==> src/rtl/ex_sched_if.sv <==
// ID-to-EX issue bus between the decode stage and the scheduler.
// master = ID side (drives decoded ops and jump_en), slave = scheduler.
interface ex_sched_if;
    logic       id_valid;
    logic       id_ready;
    logic [4:0] id_oh;
    logic [4:0] id_rd_addr;
    logic       id_rd_wen;
    logic       jump_en;
    logic [4:0] ex_oh;
    logic [4:0] ex_rd_addr;
    logic       ex_rd_wen;
    logic       ex_start;
    logic       hold_flag;
    logic       flush;
    logic       illegal_op;

    modport master (
        output id_valid, id_oh, id_rd_addr, id_rd_wen, jump_en,
        input  id_ready, ex_oh, ex_rd_addr, ex_rd_wen, ex_start, hold_flag, flush, illegal_op
    );

    modport slave (
        input  id_valid, id_oh, id_rd_addr, id_rd_wen, jump_en,
        output id_ready, ex_oh, ex_rd_addr, ex_rd_wen, ex_start, hold_flag, flush, illegal_op
    );
endinterface

==> src/rtl/ex_sched.sv <==
// Issue scheduler between ID and EX: single-cycle ops stream back-to-back, multi-cycle
// ops hold the pipe with writeback deferred to completion, taken jumps flush for a while.
module ex_sched #(
    parameter int MC_CYCLES    = 32,
    parameter int FLUSH_CYCLES = 2,
    parameter int MC_OH_MIN    = 4,
    parameter int MC_OH_MAX    = 7
) (
    input logic      clk,
    input logic      rst,
    ex_sched_if.slave bus
);
    localparam int CNT_MAX = (MC_CYCLES > FLUSH_CYCLES) ? MC_CYCLES : FLUSH_CYCLES;
    localparam int CW      = $clog2(CNT_MAX) + 1;
    localparam logic [CW-1:0] MC_LOAD = CW'(MC_CYCLES - 1);
    localparam logic [CW-1:0] FL_LOAD = CW'(FLUSH_CYCLES - 1);
    localparam logic [4:0]    OH_MIN  = 5'(MC_OH_MIN);
    localparam logic [4:0]    OH_MAX  = 5'(MC_OH_MAX);

    typedef enum logic [1:0] {RUN, BUSY, FLUSH} state_t;

    state_t        state_q, state_d;
    logic [CW-1:0] cnt_q, cnt_d;
    logic [4:0]    oh_q, oh_d;
    logic [4:0]    rd_q, rd_d;
    logic          wen_q, wen_d;
    logic          wen_lat_q, wen_lat_d;
    logic          start_q, start_d;
    logic          hold_q, hold_d;
    logic          flush_q, flush_d;
    logic          ill_q, ill_d;
    logic          accept;

    assign bus.id_ready   = (state_q == RUN) && !bus.jump_en;
    assign accept         = bus.id_valid && bus.id_ready;
    assign bus.ex_oh      = oh_q;
    assign bus.ex_rd_addr = rd_q;
    assign bus.ex_rd_wen  = wen_q;
    assign bus.ex_start   = start_q;
    assign bus.hold_flag  = hold_q;
    assign bus.flush      = flush_q;
    assign bus.illegal_op = ill_q;

    always_comb begin
        state_d   = state_q;
        cnt_d     = cnt_q;
        oh_d      = oh_q;
        rd_d      = rd_q;
        wen_d     = wen_q;
        wen_lat_d = wen_lat_q;
        start_d   = 1'b0;
        ill_d     = 1'b0;
        hold_d    = hold_q;
        flush_d   = flush_q;
        case (state_q)
            RUN: begin
                // Bubble by default; only an accepted single/multi-cycle op loads EX.
                oh_d  = 5'd0;
                rd_d  = 5'd0;
                wen_d = 1'b0;
                if (bus.jump_en) begin
                    flush_d = 1'b1;
                    cnt_d   = FL_LOAD;
                    state_d = FLUSH;
                end else if (accept && bus.id_oh != 5'd0 && bus.id_oh < OH_MIN) begin
                    oh_d  = bus.id_oh;
                    rd_d  = bus.id_rd_addr;
                    wen_d = bus.id_rd_wen;
                end else if (accept && bus.id_oh >= OH_MIN && bus.id_oh <= OH_MAX) begin
                    oh_d      = bus.id_oh;
                    rd_d      = bus.id_rd_addr;
                    wen_lat_d = bus.id_rd_wen;
                    start_d   = 1'b1;
                    hold_d    = 1'b1;
                    cnt_d     = MC_LOAD;
                    state_d   = BUSY;
                end else if (accept && bus.id_oh > OH_MAX) begin
                    ill_d = 1'b1;
                end
            end
            BUSY: begin
                if (cnt_q != '0) begin
                    cnt_d = cnt_q - CW'(1);
                end else begin
                    wen_d   = wen_lat_q;
                    hold_d  = 1'b0;
                    state_d = RUN;
                end
            end
            FLUSH: begin
                oh_d  = 5'd0;
                rd_d  = 5'd0;
                wen_d = 1'b0;
                if (bus.jump_en) begin
                    cnt_d = FL_LOAD;
                end else if (cnt_q != '0) begin
                    cnt_d = cnt_q - CW'(1);
                end else begin
                    flush_d = 1'b0;
                    state_d = RUN;
                end
            end
            default: state_d = RUN;
        endcase
    end

    always_ff @(posedge clk) begin
        if (rst) begin
            state_q   <= RUN;
            cnt_q     <= '0;
            oh_q      <= 5'd0;
            rd_q      <= 5'd0;
            wen_q     <= 1'b0;
            wen_lat_q <= 1'b0;
            start_q   <= 1'b0;
            hold_q    <= 1'b0;
            flush_q   <= 1'b0;
            ill_q     <= 1'b0;
        end else begin
            state_q   <= state_d;
            cnt_q     <= cnt_d;
            oh_q      <= oh_d;
            rd_q      <= rd_d;
            wen_q     <= wen_d;
            wen_lat_q <= wen_lat_d;
            start_q   <= start_d;
            hold_q    <= hold_d;
            flush_q   <= flush_d;
            ill_q     <= ill_d;
        end
    end
endmodule

==> src/flat_wrapper.sv <==
// flat-port wrapper written by rule: the top's interface ports become plain ports
module ex_sched_flat 
#(
    parameter int MC_CYCLES    = 32,
    parameter int FLUSH_CYCLES = 2,
    parameter int MC_OH_MIN    = 4,
    parameter int MC_OH_MAX    = 7
)
  (clk, rst, bus_id_valid, bus_id_oh, bus_id_rd_addr, bus_id_rd_wen, bus_jump_en, bus_id_ready, bus_ex_oh, bus_ex_rd_addr, bus_ex_rd_wen, bus_ex_start, bus_hold_flag, bus_flush, bus_illegal_op);
  ex_sched_if bus_i ();
  input logic clk;
  input logic rst;
  input wire logic [$bits(bus_i.id_valid)-1:0] bus_id_valid;
  input wire logic [$bits(bus_i.id_oh)-1:0] bus_id_oh;
  input wire logic [$bits(bus_i.id_rd_addr)-1:0] bus_id_rd_addr;
  input wire logic [$bits(bus_i.id_rd_wen)-1:0] bus_id_rd_wen;
  input wire logic [$bits(bus_i.jump_en)-1:0] bus_jump_en;
  output wire logic [$bits(bus_i.id_ready)-1:0] bus_id_ready;
  output wire logic [$bits(bus_i.ex_oh)-1:0] bus_ex_oh;
  output wire logic [$bits(bus_i.ex_rd_addr)-1:0] bus_ex_rd_addr;
  output wire logic [$bits(bus_i.ex_rd_wen)-1:0] bus_ex_rd_wen;
  output wire logic [$bits(bus_i.ex_start)-1:0] bus_ex_start;
  output wire logic [$bits(bus_i.hold_flag)-1:0] bus_hold_flag;
  output wire logic [$bits(bus_i.flush)-1:0] bus_flush;
  output wire logic [$bits(bus_i.illegal_op)-1:0] bus_illegal_op;
  assign bus_i.id_valid = bus_id_valid;
  assign bus_i.id_oh = bus_id_oh;
  assign bus_i.id_rd_addr = bus_id_rd_addr;
  assign bus_i.id_rd_wen = bus_id_rd_wen;
  assign bus_i.jump_en = bus_jump_en;
  assign bus_id_ready = bus_i.id_ready;
  assign bus_ex_oh = bus_i.ex_oh;
  assign bus_ex_rd_addr = bus_i.ex_rd_addr;
  assign bus_ex_rd_wen = bus_i.ex_rd_wen;
  assign bus_ex_start = bus_i.ex_start;
  assign bus_hold_flag = bus_i.hold_flag;
  assign bus_flush = bus_i.flush;
  assign bus_illegal_op = bus_i.illegal_op;
  ex_sched #(.MC_CYCLES(MC_CYCLES), .FLUSH_CYCLES(FLUSH_CYCLES), .MC_OH_MIN(MC_OH_MIN), .MC_OH_MAX(MC_OH_MAX)) u_core (.clk(clk), .rst(rst), .bus(bus_i));
endmodule
==> config.mk <==
export PLATFORM = sky130hd
export DESIGN_NAME = ex_sched_flat
export DESIGN_NICKNAME = d
export VERILOG_FILES = /design/src/rtl/ex_sched_if.sv /design/src/rtl/ex_sched.sv /design/src/flat_wrapper.sv
export SDC_FILE = /design/constraint.sdc
export NUM_CORES = 1
export LEC_CHECK = 0
export ABC_AREA = 0
export CAP_MARGIN = 20
export CORE_MARGIN = 2
export CORE_UTILIZATION = 43
export CTS_CLUSTER_DIAMETER = 40
export DETAILED_ROUTE_END_ITERATION = 10
export GPL_ROUTABILITY_DRIVEN = 0
export PLACE_DENSITY = 0.8
export SYNTH_ARGS = -nofsm -noshare
export SYNTH_HDL_FRONTEND = slang
export SYNTH_SLANG_ARGS = --single-unit
==> constraint.sdc <==
create_clock -name clk -period 1.5 [get_ports clk]
set_input_delay 0.3 -clock clk [delete_from_list [all_inputs] [get_ports clk]]
set_output_delay 0.3 -clock clk [all_outputs]
set_load 0.02 [all_outputs]
# Word level (Yosys, flattened, before mapping)
# Cells that the tools add are included.
# Widths: inputs -> output; s select.
[op_classes]
addsub = 1
order_cmp = 4
eq_ne = 11
mux = 34
bitwise_logic = 3
n_reduce_logical = 22
[op_table]
columns = ["operator", "n"]
rows = [
  ["$mux 5", 6],
  ["$mux 6", 5],
  ["$pmux 5 s2", 2],
  ["$pmux 6 s3", 1],
  ["$ne 2x2->1 const B", 7],
  ["$mux 1", 11],
  ["$mux 2", 5],
  ["$reduce_and 4->1", 2],
  ["$logic_and 1x1->1", 7],
  ["$ne 3x3->1 const B", 2],
  ["$pmux 2 s3", 1],
  ["$reduce_and 3->1", 2],
  ["$reduce_bool 6->1", 1],
  ["$sub 6x1->6 const B", 1],
  ["$ge 5x3->1 const B", 1],
  ["$gt 5x3->1 const B", 1],
  ["$le 5x3->1 const B", 1],
  ["$lt 5x3->1 const B", 1],
  ["$reduce_and 5->1", 1],
  ["$reduce_bool 5->1", 1],
  ["$reduce_or 5->1", 1],
  ["$pmux 1 s2", 2],
  ["$reduce_bool 2->1", 2],
  ["$reduce_or 4->1", 1],
  ["other kinds (8)", 10],
]
[word_totals]
ff_bits = 24
input_bits = 15
out_inout_bits = 16
wordCells = 85

# Longest topological paths before layout
[depth]
ltp_word = 9
ltp_mapped = 8
mapped_depth_nobuf = 7

# Least setup slack after synthesis
# Ideal clock, no wire load.
[synth_path]
kind = "reg-to-reg"
start = "register u_core.state_q[0]"
end = "register u_core.cnt_q[0]"
setup_ps = 120
arrival_time_ps = 1601
setup_slack_ps = -220
path_stages_with_launch = 9
path_cell_list = "dfxtp_1 inv_1 ha_1 clkbuf_1 nand2b_2 inv_2 a21oi_1 mux2i_1 o21ai_1"
[synth_via]
elab_chain_len = 7
word_cells_on_any_way = 14
cone_classes = "eq/ne: 4; mux: 1; reduce/logical: 9"
[synth_rtl]
columns = ["item", "line_no", "rtl"]
rows = [
  ["start, declared", "ex_sched.sv:22", "state_t state_q, state_d;"],
  ["start signal, assigned", "ex_sched.sv:120", "state_q <= state_d;"],
  ["$logic_not 2->1 *", "ex_sched.sv:34", "assign bus.id_ready = (state_q == RUN) && !bus.jump_en;"],
  ["$logic_and 1x1->1 *", "ex_sched.sv:34", ""],
  ["via bus_id_ready", "flat_wrapper.sv:18", "output wire logic [$bits(bus_i.id_ready)-1:0] bus_id_ready;"],
  ["$logic_and 1x1->1 *", "ex_sched.sv:35", "assign accept = bus.id_valid && bus.id_ready;"],
  ["$logic_and 1x1->1 (on tied branches) (2 in a row)", "ex_sched.sv:65, ex_sched.sv:69", ""],
  ["$ne 3x3->1 (no source line)", "-", ""],
  ["$reduce_and 3->1 (no source line) *", "-", ""],
  ["end signal, assigned", "ex_sched.sv:121", "cnt_q <= cnt_d;"],
  ["end, declared", "ex_sched.sv:23", "logic [CW-1:0] cnt_q, cnt_d;"],
]
# The timed path passes the listed nets; every way through them passes the cells marked *.
# A chain may end at the register's enable or synchronous reset.

# Final worst setup path
[layout_path]
start = "register u_core.cnt_q[4]"
end = "register u_core.flush_q, in the netlist u_core.bus.flush"
[layout_via]
elab_chain_len = 3
[layout_rtl]
columns = ["item", "line_no", "rtl"]
rows = [
  ["$reduce_bool 6->1", "ex_sched.sv:96", "end else if (cnt_q != '0) begin"],
  ["$ne 2x2->1 (no source line)", "-", ""],
  ["$reduce_and 4->1 (no source line)", "-", ""],
  ["end signal, assigned", "ex_sched.sv:128", "flush_q <= flush_d;"],
  ["end, declared", "ex_sched.sv:30", "logic flush_q, flush_d;"],
]
# Every way passes these cells.

==> metrics <==
outcome=finished with violations; failing checks=setup timing; syn avg cell area=8.72 um2; Clock Skews=6.52 ps; Placeable Area=2760 um2; Leak=0.906 nW; Max Cap Viol=0; Post-synth top flop=dfxtp_1; Least-Margin Pin Slew=422 ps; Seq/Total Area, Yosys=0.388; Sw Pwr=0.864 mW; Post-Route WL=4090 um; full die area=3330 um2; synthesis warning total=0; unrepaired setup endpoints after global routing=true; Max-slew headroom=0.718; post-placement cell area=1840 um2; ys async rst share=0; Yosys top cell area share=0.388; fin worst setup slack=-101 ps; CP max stage delay=540 ps; Critical Path End Type=flop; worst skew pair latency=330 ps; Final Setup Violations=5; Period Utilization, post-route=1.07; Peak VDD IR=0.837 mV; WP buf/inv=0; clk buf depth=2; die height=57.7 um; final core occ=0.731; hold crit path type=in2reg; DRT Pass-1 Iters=4; worst-path cell chain=or4_4 > or4_4 > a21oi_2 > nor3_1; FILL cells=208; Yosys cell types=43; Final Cell Area=2020 um2; clk sinks=24; Via Count=1,446; clk root buf=clkbuf_4; Final Hold Fails=0; Final nets=230; clock slew at reported path FFs=130 ps; Clock power frac=0.131; synth-to-layout area growth=62.8%; most used cell, CP=or4_4; wire per inst=17.2 um; total power=2.26 mW; fin crit period=1600 ps; post-DP HPWL=2690 um; area leader, netlist=dfxtp_1; vias per cell=6.08; Synth area leaders=dfxtp_1 (39%), ha_1 (6.1%), nor2_1 (4.5%); first-pass GRT wire length=6070 um; startpoint types=flop; Die X=57.7 um; Starting Density=0.449; CTS Buf Count=3; initial DRC count=55; Cell Area, Synth=1240 um2; Setup Crit Path Kind=reg2reg; io pins=31; share of cells above drive strength 1=0.362; largest net degree at the start of global routing=21; sequential share of power=0.334; CP required=1730 ps; vias in the first global route=1,385; CP max stage cell=or4_4; Int Pwr=1.40 mW; CTS tree=yes; flops & latches, synth=24; Combinational Power Share=0.535; Site Rows=19; GRT Util Overall=0.238; Pwr Density=1120 nW/um2; initial antenna violation count=0; antenna-violating nets left=0; gr ovfl total=0; WP data arrival=1830 ps; Mapped Cells=142; Net Count, Synth=163; Switching Share=0.382; Post-synth EDFFs=0; FMAX=0.625 GHz; CP max FO=3; Worst path top cell family by delay=simple AND/OR/NAND/NOR gates; max-slew violations=0; input/output buffers=30; Max H-tree Level=1; DRC Markers=0; # diodes=0
-- final timing paths --
check	startpoint	to	slack [ps]	cells after the start
worst max-delay path	u_core.cnt_q[4]	u_core.bus.flush	-100	4
worst max register to register	u_core.cnt_q[4]	u_core.bus.flush	-100	4
worst min-delay path	bus_id_valid	u_core.bus.illegal_op	390	3
worst min register to register	u_core.bus.ex_oh[2]	u_core.bus.ex_oh[2]	490	2
-- power groups by stage --
stage	Combinational (mW)	Clock (mW)	Sequential, mW
detailed placement	1.02	0	0.748
global placement	0.964	0	0.744
finish	1.21	0.297	0.755
global route	1.29	0.321	0.761
floorplan	0.534	0	0.771
CTS	1.06	0.299	0.738
-- metal layers --
layer,global-route usage,wire [um],vias up
met4,0.110,91,0
met1,0.290,1630,704
met2,0.398,2090,67
li1,-,-,664
met5,0,0,-
met3,0.0536,282,11
-- tightest hold or removal path: stages --
cell	delay, ps
dlygate4sd2_1	260
o21ai_0	90
nor3_1	50
-- cell usage after synthesis, types with 3 or more instances --
cell type,number
o21ai_0,3
o32ai_1,3
and3_1,3
nor3_1,3
nand3_1,4
clkbuf_1,5
inv_1,13
nor2_1,15
nand2_1,3
a22oi_1,7
dfxtp_1,24
ha_1,6
a21oi_1,7
a31oi_1,7
-- logic make-up after synthesis --
kind of cell               share of synthesized area
and+or+nand+nor                                0.198
muxes                                         0.0162
adders and majority gates                     0.0606
buffers and inverters                         0.0606
DFF                                            0.388
AOI/OAI and AO/OA                              0.277
-- registers in the layout (all words and copies together) (netlist names) --
name	cells
u_core.wen_lat_q	1
u_core.bus.ex_rd_wen	1
u_core.state_q	2
u_core.bus.ex_start	1
u_core.bus.illegal_op	1
u_core.bus.hold_flag	1
u_core.bus.ex_rd_addr	5
u_core.cnt_q	6
u_core.bus.ex_oh	5
u_core.bus.flush	1
-- per-stage QoR --
stage	hold WS, ps	worst slack, ps	TNS [ps]	std cells
after floorplan	441	-56.4	-105	142
after global placement	469	-455	-6370	229
after detailed placement	474	-537	-7520	229
after CTS	388	-78.0	-207	234
after global routing	401	-164	-1130	238
final	388	-101	-293	238
-- timing repair --
action | 4_1_cts | 5_1_grt
cloned | 1 | 0
pin swaps | 8 | 15
endpoints found under the hold margin | 0 | 0
setup buffers | 1 | 4
resized for setup | 34 | 25
endpoints found under the setup margin | 32 | 20
hold buffers | 0 | 0
-- placed cells by master (no fill, tap or decap), drive strengths merged, types with 2 or more instances in the layout --
cell	synthesis	final
nand4bb	2	2
o21a	2	3
o21ai	5	5
nor3	3	3
a21oi	7	7
a22oi	7	7
clkdlybuf4s50	0	11
a211oi	2	2
or4	2	2
dfxtp	24	24
a211o	2	2
and3	3	3
dlygate4sd2	0	18
mux2i	2	2
ha	6	6
buf	1	38
or3	2	2
nor4	3	3
nand2b	2	2
nor2	15	15
a21o	2	2
o32ai	3	3
a31oi	7	7
inv	14	14
nand3	4	4
clkbuf	5	3
nand2	3	3
-- final cells by class --
type | count | area (um2) | share of cell area
multi-input cells | 99 | 810 | 0.401
clock buffers | 3 | 22.5 | 0.0112
repair buffers | 67 | 596 | 0.295
well taps | 31 | 38.8 | 0.0192
flip-flops and latches | 24 | 490 | 0.243
inverters | 14 | 60.1 | 0.0298
Power figures use the tool's default switching activity.
